<file path="config.mk">
export PLATFORM = sky130hd
export DESIGN_NAME = fmadd_operand_unpacker
export DESIGN_NICKNAME = d
export VERILOG_FILES = /design/src/rtl/fmadd_operand_unpacker.sv
export SDC_FILE = /design/constraint.sdc
export NUM_CORES = 1
export LEC_CHECK = 0
export BUFFER_PORTS_ARGS = -buffer_cell sky130_fd_sc_hd__buf_2
export CORE_ASPECT_RATIO = 0.7
export CORE_MARGIN = 8
export CORE_UTILIZATION = 30
export CTS_BUF_LIST = sky130_fd_sc_hd__clkbuf_16
export DETAILED_ROUTE_END_ITERATION = 6
export MAX_ROUTING_LAYER = met4
export PLACE_DENSITY = 0.49
export SLEW_MARGIN = 5
export SYNTH_ARGS = -nofsm -noshare
export SYNTH_HDL_FRONTEND = slang
export SYNTH_SLANG_ARGS = --single-unit
</file>
<file path="constraint.sdc">
create_clock -name clk -period 14.7 [get_ports clk]
set_input_delay 1.47 -clock clk [delete_from_list [all_inputs] [get_ports clk]]
set_output_delay 1.47 -clock clk [all_outputs]
set_load 0.005 [all_outputs]
</file>
<file path="src/rtl/fmadd_operand_unpacker.sv">
// Unpacks the three FMA operands into {sign, exponent, hidden, fraction} and buffers them in a 2-entry FIFO.
// Optional per-operand {nan, inf, zero} classification is built when FMADD_UNPACK_CLASS_EN is defined.
module fmadd_operand_unpacker #(
    parameter int std = 31,
    parameter int exp = 7,
    parameter int man = 22
) (
    input  logic           clk,
    input  logic           rst,
    input  logic           flush,
    input  logic [std:0]   in_a,
    input  logic [std:0]   in_b,
    input  logic [std:0]   in_c,
    input  logic           in_valid,
    output logic           in_ready,
    output logic           out_valid,
    input  logic           out_ready,
    output logic [std+1:0] out_a,
    output logic [std+1:0] out_b,
    output logic [std+1:0] out_c,
    output logic           a_sub_norm,
    output logic           a_pos_exp,
    output logic           a_neg_exp,
    output logic           b_sub_norm,
    output logic           b_pos_exp,
    output logic           b_neg_exp,
    output logic           c_zero,
    output logic [2:0]     a_class,
    output logic [2:0]     b_class,
    output logic [2:0]     c_class
);

    localparam int EW = exp + 1;
    localparam int FW = man + 1;
    localparam int OW = std + 2;
    localparam int PW = 3 * OW + 7;

    function automatic logic [OW-1:0] unpack(input logic [std:0] v);
        logic [EW-1:0] e;
        logic [FW-1:0] f;
        e = v[std-1 -: EW];
        f = v[FW-1:0];
        if (e == '0) begin
            // Subnormals take the minimum biased exponent of 1 with a clear hidden bit
            if (f == '0) unpack = {v[std], {(OW-1){1'b0}}};
            else         unpack = {v[std], EW'(1), 1'b0, f};
        end else begin
            unpack = {v[std], e, 1'b1, f};
        end
    endfunction

    // Returns {sub_norm, pos_exp, neg_exp}
    function automatic logic [2:0] exp_flags(input logic [std:0] v);
        logic [EW-1:0] e;
        logic          sub;
        logic          neg;
        e   = v[std-1 -: EW];
        sub = (e == '0);
        neg = !sub && !e[exp] && (e[exp-1:0] != '1);
        exp_flags = {sub, !sub && !neg, neg};
    endfunction

    logic [1:0]    count_q, count_d;
    logic          wr_q, wr_d;
    logic          rd_q, rd_d;
    logic          push, pop;
    logic [PW-1:0] mem_q [2];
    logic [PW-1:0] pay_in;
    logic [PW-1:0] head;

    assign in_ready  = (count_q != 2'd2);
    assign out_valid = (count_q != 2'd0);
    assign push      = in_valid && in_ready && !flush;
    assign pop       = out_valid && out_ready && !flush;

    assign pay_in = {unpack(in_a), unpack(in_b), unpack(in_c),
                     exp_flags(in_a), exp_flags(in_b), (in_c[std-1:0] == '0)};

    always_comb begin
        count_d = count_q;
        wr_d    = wr_q;
        rd_d    = rd_q;
        if (flush) begin
            count_d = 2'd0;
            wr_d    = 1'b0;
            rd_d    = 1'b0;
        end else begin
            if (push) wr_d = ~wr_q;
            if (pop)  rd_d = ~rd_q;
            case ({push, pop})
                2'b10:   count_d = count_q + 2'd1;
                2'b01:   count_d = count_q - 2'd1;
                default: count_d = count_q;
            endcase
        end
    end

    always_ff @(posedge clk or posedge rst) begin
        if (rst) begin
            count_q <= 2'd0;
            wr_q    <= 1'b0;
            rd_q    <= 1'b0;
        end else begin
            count_q <= count_d;
            wr_q    <= wr_d;
            rd_q    <= rd_d;
        end
    end

    always_ff @(posedge clk) begin
        if (push) mem_q[wr_q] <= pay_in;
    end

    // Storage contents are never exposed while the FIFO is empty
    assign head = out_valid ? mem_q[rd_q] : '0;
    assign {out_a, out_b, out_c,
            a_sub_norm, a_pos_exp, a_neg_exp,
            b_sub_norm, b_pos_exp, b_neg_exp, c_zero} = head;

`ifdef FMADD_UNPACK_CLASS_EN
    // Returns {nan, inf, zero}
    function automatic logic [2:0] classify(input logic [std:0] v);
        logic [EW-1:0] e;
        logic [FW-1:0] f;
        e = v[std-1 -: EW];
        f = v[FW-1:0];
        classify = {(&e) && (f != '0), (&e) && (f == '0), (e == '0) && (f == '0)};
    endfunction

    logic [8:0] cls_q [2];

    always_ff @(posedge clk) begin
        if (push) cls_q[wr_q] <= {classify(in_a), classify(in_b), classify(in_c)};
    end

    assign {a_class, b_class, c_class} = out_valid ? cls_q[rd_q] : 9'd0;
`else
    assign a_class = 3'd0;
    assign b_class = 3'd0;
    assign c_class = 3'd0;
`endif

endmodule

</file>
==> metrics.cfg, run 1 <==
[synthesis]
seq_area_frac_synth_pct = 72.6
synthTopCellsByCount = 212 x edfxtp_1, 109 x nor2_1, 107 x mux2i_1, 97 x clkbuf_1, 19 x nor4_1
synth.avg_cell_area_um2 = 14.3
yosys.area.top_type = edfxtp_1
ys_top_cells_by_area = edfxtp_1 71%, mux2i_1 12%, nor2_1 4.6%
yosysMostFrequentCell = edfxtp_1
yosys_warnings = 0
netlist_area_um2 = 8910
post_synth_inst_count = 624
synth_edf_count = 212
async_reset_ff_share_pct = 1.85
netlist.area_leader.share_pct = 71.5
synth_ff_type = edfxtp_1
ys_types = 31
yosys_register_bits = 216

[min_path]
worstHoldStart = wr_q$_DFFE_PP0P_
holdPathEnd = wr_q$_DFFE_PP0P_
hold_path_class = flop to flop
holdPathStages = 2

[setup_path]
critPathCaptureType = primary output
worstPathArrival_ns = 3.25
rrSetupSlack_ns = 11.90
startpoint = rd_q$_DFFE_PP0P_
r2r_cells = 6
reg2reg_to = mem_q[1][11]$_DFFE_PP_
crit_type = flop to primary output
crit_required_ns = 13.23
rr_startpoint = count_q[1]$_DFFE_PP0P_
crit_fanout = 55
start_kind = flop

[timing]
tightest_slew_ns = 1.01
fin_worst_skew_ns = 0.00722
fin_tns_setup_ns = 0
rsz0062_at_grt = false
slew_violations = 0
setup_ws_ns = 9.98
period_share_pct = 32.1
max_slew_margin_pct = 32.9
setup_violations = 0
fmax_mhz = 212
finalCriticalPeriod_ns = 4.72
hold_viol_final = 0

[drt]
first_pass_iters = 4
dr_total_vias = 5103
drc = 0
drt_iter0_drc = 306
via_per_inst = 4.46
wl_per_cell_um = 18.0
ant_nets = 0
drt-total-wl_mm = 20.6

[layout]
postLayoutCoreUtil_pct = 37.0
final_layout_size_suffix_gt1_share_pct = 34.0
syn_to_final_growth_pct = 20.9
nets = 850

[cts]
cts_tree = yes
numCtsBuffers = 22
clk_path_buf_depth = 3
path_clk_slew_ns = 0.06
worstSkewPairLatency_ns = 0.50
ctsResizeCount = 0
clock_sinks = 216
ctsHoldBuffers = 0
cts_max_level = 1
cts_setup_buffers = 0
clockRootBuffer = clkbuf_16

[run_status]
status = finished, final reports clean

[floorplan]
io_pins = 218
fp.dieW_um = 222
design.core.area_um2 = 29100
dieArea_um2 = 35600
die_h_um = 160
start_util_pct = 30.6
num_rows = 52

[power_and_ir_drop]
finalPower_mw = 1.42
p_leak_nw = 3.97
peakVddDrop_mv = 0.0689
power_density_nw_per_um2 = 132

[global_routing]
antenna_found_initial = 2
first_global_vias = 5379
grt_overflow = 0
grt_pass1_wl_mm = 31.8
grt_use_total_pct = 11.5
grt_max_degree = 62

[job]
cap_violations = 0

[placed_design]
dp_slack_ns = 10.52
globalplace.congestion = 0.714
portBuffers = 208
hpwlAfterDp_mm = 14.0

-- layer usage --
layer	share of wire (%)	track usage (%)	wire length, um
met2	44	17.2	9130
met4	1.8	2.55	367
met1	48	15.3	9920
met5	0	-	0
met3	5.6	3.28	1150
-- worst max-delay path: stages, from the launching register on --
cell     delay, ns
dfrtp_4       1.06
buf_4         0.85
mux2i_1       0.42
nor2_1        0.07
buf_2         0.15
-- report_power, final --
| group | leakage (nW) | switching (mW) | total (mW) | internal [mW] |
|---|---|---|---|---|
| clock network | 0.382 | 0.228 | 0.581 | 0.354 |
| logic | 1.58 | 0.0742 | 0.128 | 0.0540 |
| registers | 2.00 | 0.0125 | 0.714 | 0.701 |
| total | 3.97 | 0.314 | 1.42 | 1.11 |
-- cell type report --
| class | count | area (um2) |
|---|---|---|
| clock inverters | 17 | 185 |
| inverters | 7 | 26.3 |
| multi-input cells | 287 | 1940 |
| diodes | 2 | 5.00 |
| repair buffers | 215 | 1090 |
| well taps | 378 | 473 |
| flip-flops and latches | 216 | 6470 |
| fillers | 2838 | 18300 |
| clock buffers | 23 | 576 |
-- per-stage QoR --
step                instance area [um2]  hold WS (ns)  instances
CTS                               10800         0.606       1143
detailed placement                10000         0.590       1103
global placement                  10000         0.579       1103
finish                            10800         0.600       1145
global route                      10800         0.647       1145
floorplan                          8940         0.530        632
-- how the worst max path moves through the flow --
stage | endpoint | slack (ns) | cells after the start
final | out_b[25] | 9.98 | 4
after global routing | out_b[25] | 9.83 | 4
after floorplan | mem_q[1][0]$_DFFE_PP_ | 4.77 | 2
after detailed placement | out_b[25] | 10.52 | 4
after CTS | out_b[25] | 9.95 | 4
after global placement | out_b[25] | 10.52 | 4
-- cells in the final DEF (no fill, tap or decap), types with 2 or more instances in the layout --
cell        count
mux2i_1       107
bufinv_16       4
dfrtp_1         3
diode_2         2
a21oi_1         4
clkinvlp_4      2
buf_4           7
clkinv_1        3
conb_1          9
nor2_4          3
nor2_1        109
o21bai_1        2
nor4_1         19
nand4_1         5
nand3_1         3
edfxtp_1      212
clkinv_2        3
or4_4           4
nand2_1         5
o21ai_0         2
inv_1          11
nor3_1          2
clkbuf_16      23
buf_2         208
-- state kept, by name, summed over array words and instances, names as in the netlist --
| name | cells |
|---|---|
| mem_q | 212 |
| wr_q | 1 |
| rd_q | 1 |
| count_q | 2 |
-- kinds of logic after synthesis --
family / synth area share [%]
DFF: 72.6
and+or+nand+nor: 8.12
buffers and inverters: 6.15
muxes: 12.0
AOI/OAI and AO/OA: 0.983
xor gates and xnor gates: 0.0983
other: 0.0421
(Power assumes the default switching activity.)
==> run 2, diff against run 1 <==
- PLACE_DENSITY: 0.49 -> 0.51
- clock period: 14.7 -> 4 ns (I/O delays scaled with it)
==> run 2 against run 1 <==
First-iteration DRC count decreased by 7.5%. Non-clock buffer count increased by 3. Combinational power increased to 3.8 times the previous value. Global-route usage decreased by 0.22 points. Design area about the same. Largest cell class unchanged.
==> metrics.cfg, run 2 (synthesis gave the netlist of run 1 again) <==
[run_status]
status = finished, final reports clean  ; unchanged

[drt]
drt_iter0_drc = 283  ; was 306
drc = 0  ; unchanged
ant_nets = 0  ; unchanged
dr_total_vias = 5033  ; was 5103
first_pass_iters = 4  ; unchanged
wl_per_cell_um = 17.6  ; was 18.0 um
via_per_inst = 4.38  ; was 4.46
drt-total-wl_mm = 20.2  ; was 20.6 mm

[placed_design]
dpl_cell_area_um2 = 10100  ; was 10000 um2
globalplace.congestion = 0.741  ; was 0.714
portBuffers = 208  ; unchanged
hpwlAfterDp_mm = 13.9  ; was 14.0 mm

[setup_path]
crit_fanout = 36  ; was 55
start_kind = flop  ; unchanged
crit_type = flop to primary output  ; unchanged
critPathCaptureType = primary output  ; unchanged
cp_top_family = flip-flops  ; unchanged
r2r_cells = 5  ; was 6
cp.depth = 4  ; unchanged
path_cells = buf_12, mux2i_1, nor2_1, buf_2  ; was buf_4, mux2i_1, nor2_1, buf_2
crit_slowest_cell = dfrtp_4  ; unchanged
cpPeakStageDelay_ns = 0.81  ; was 1.06 ns
worstPathArrival_ns = 2.24  ; was 3.25 ns
crit_required_ns = 3.60  ; was 13.23 ns
crit_buf_inv = 2  ; unchanged

[global_routing]
grt_overflow = 0  ; unchanged
grt_max_degree = 61  ; was 62
grt_pass1_wl_mm = 31.4  ; was 31.8 mm
first_global_vias = 5220  ; was 5379
antenna_found_initial = 0  ; was 2
grt_use_total_pct = 11.3  ; was 11.5%

[cts]
cts_setup_buffers = 0  ; unchanged
worstSkewPairLatency_ns = 0.50  ; about the same
ctsResizeCount = 0  ; unchanged
clockRootBuffer = clkbuf_16  ; unchanged
cts_max_level = 1  ; unchanged
cts_tree = yes  ; unchanged
ctsHoldBuffers = 1  ; was 0
clk_path_buf_depth = 3  ; unchanged
path_clk_slew_ns = 0.06  ; about the same
clock_sinks = 216  ; unchanged
numCtsBuffers = 23  ; was 22

[layout]
multiInputGateArea_um2 = 1950  ; was 1940 um2
largest_register = mem_q  ; unchanged
syn_to_final_growth_pct = 21.0  ; was 20.9%
layout_commonest_cell = edfxtp_1  ; unchanged
seqCellArea_um2 = 6470  ; unchanged
final_cell_mix = 212 x edfxtp_1, 208 x buf_2, 109 x nor2_1  ; unchanged
fillers = 2779  ; was 2838
final_layout_size_suffix_gt1_share_pct = 33.8  ; was 34.0%
nets = 854  ; was 850
largest_register_ffs = 212  ; unchanged
largestRegisters = mem_q x212, count_q x2  ; unchanged
final_design_area_no_fill_um2 = 10800  ; about the same

[floorplan]
dieArea_um2 = 35600  ; unchanged
fp.dieW_um = 222  ; unchanged
start_util_pct = 30.6  ; unchanged
die_h_um = 160  ; unchanged
io_pins = 218  ; unchanged
num_rows = 52  ; unchanged
design.core.area_um2 = 29100  ; unchanged

[timing]
hold_viol_final = 0  ; unchanged
fin_worst_skew_ns = 0.0176  ; was 0.00722 ns
max_slew_margin_pct = 42.7  ; was 32.9%
tightest_slew_ns = 0.860  ; was 1.01 ns
rsz0062_at_grt = false  ; unchanged
finalCriticalPeriod_ns = 2.64
period_share_pct = 65.9
fmax_mhz = 379
fin_tns_setup_ns = 0  ; unchanged
setup_violations = 0  ; unchanged
slew_violations = 0  ; unchanged

[min_path]
hold_path_class = input pin to flop  ; was flop to flop
holdPathStages = 1  ; was 2

[power_and_ir_drop]
p_leak_nw = 3.97  ; about the same
power_density_nw_per_um2 = 473  ; was 132 nW/um2
peakVddDrop_mv = 0.252  ; was 0.0689 mV

[job]
cap_violations = 0  ; unchanged

[run 2: final cells by class]
cell class | count | share of cell area [%]
flip-flops and latches | 216 | 60.0
diodes | 1 | 0.0232
multi-input cells | 287 | 18.1
inverters | 7 | 0.244
clock buffers | 23 | 5.34
repair buffers | 218 | 10.6
clock inverters | 18 | 1.25
well taps | 378 | 4.39
[run 2: through the flow]
step           power, mW  util, %  hold WS, ns  cells  worst slack (ns)
6_report            5.10     37.1       0.0889   1148              1.36
5_1_grt             5.32     37.1       0.0595   1147              1.25
4_1_cts             5.18     37.1       0.0575   1147              1.31
3_5_place_dp        3.16     34.6        0.295   1105              1.82
3_3_place_gp        3.16     34.6        0.296   1105              1.86
2_1_floorplan       2.95        -        0.166    632            0.0498
[run 2: worst reg2reg max path, cell delays in order, from the launching register on]
cell and delay (ns):
dfrtp_1 0.46, nor2b_1 0.18, inv_1 0.11, nand2_1 0.13, nor3b_4 0.21, buf_4 0.65
[run 2: path summary, 6_finish.rpt]
kind                                        start                     end  slack (ns)
max                              rd_q$_DFFE_PP0P_                  c_zero        1.36
min                                      in_b[31]  mem_q[0][72]$_DFFE_PP_        0.09
max reg2reg                count_q[1]$_DFFE_PP0P_  mem_q[1][22]$_DFFE_PP_        1.82
min reg2reg                      wr_q$_DFFE_PP0P_        wr_q$_DFFE_PP0P_        0.62
max in group asynchronous                     rst        rd_q$_DFFE_PP0P_        3.47
min in group asynchronous                     rst  count_q[0]$_DFFE_PP0P_        0.34
[run 2: layer usage]
| metal | track usage [%] | vias up | routed length [um] |
|---|---|---|---|
| li1 | - | 2427 | - |
| met2 | 16.7 | 159 | 8760 |
| met1 | 15.7 | 2422 | 10000 |
| met3 | 2.53 | 25 | 1060 |
| met4 | 2.28 | 0 | 378 |
| met5 | - | - | 0 |
[run 2: where the power goes]
part	switching (mW)	internal (mW)	leakage, nW	total [mW]
logic	0.289	0.203	1.61	0.492
clock network	0.825	1.17	0.359	2.00
registers	0.0342	2.58	2.00	2.61
total	1.15	3.95	3.97	5.10
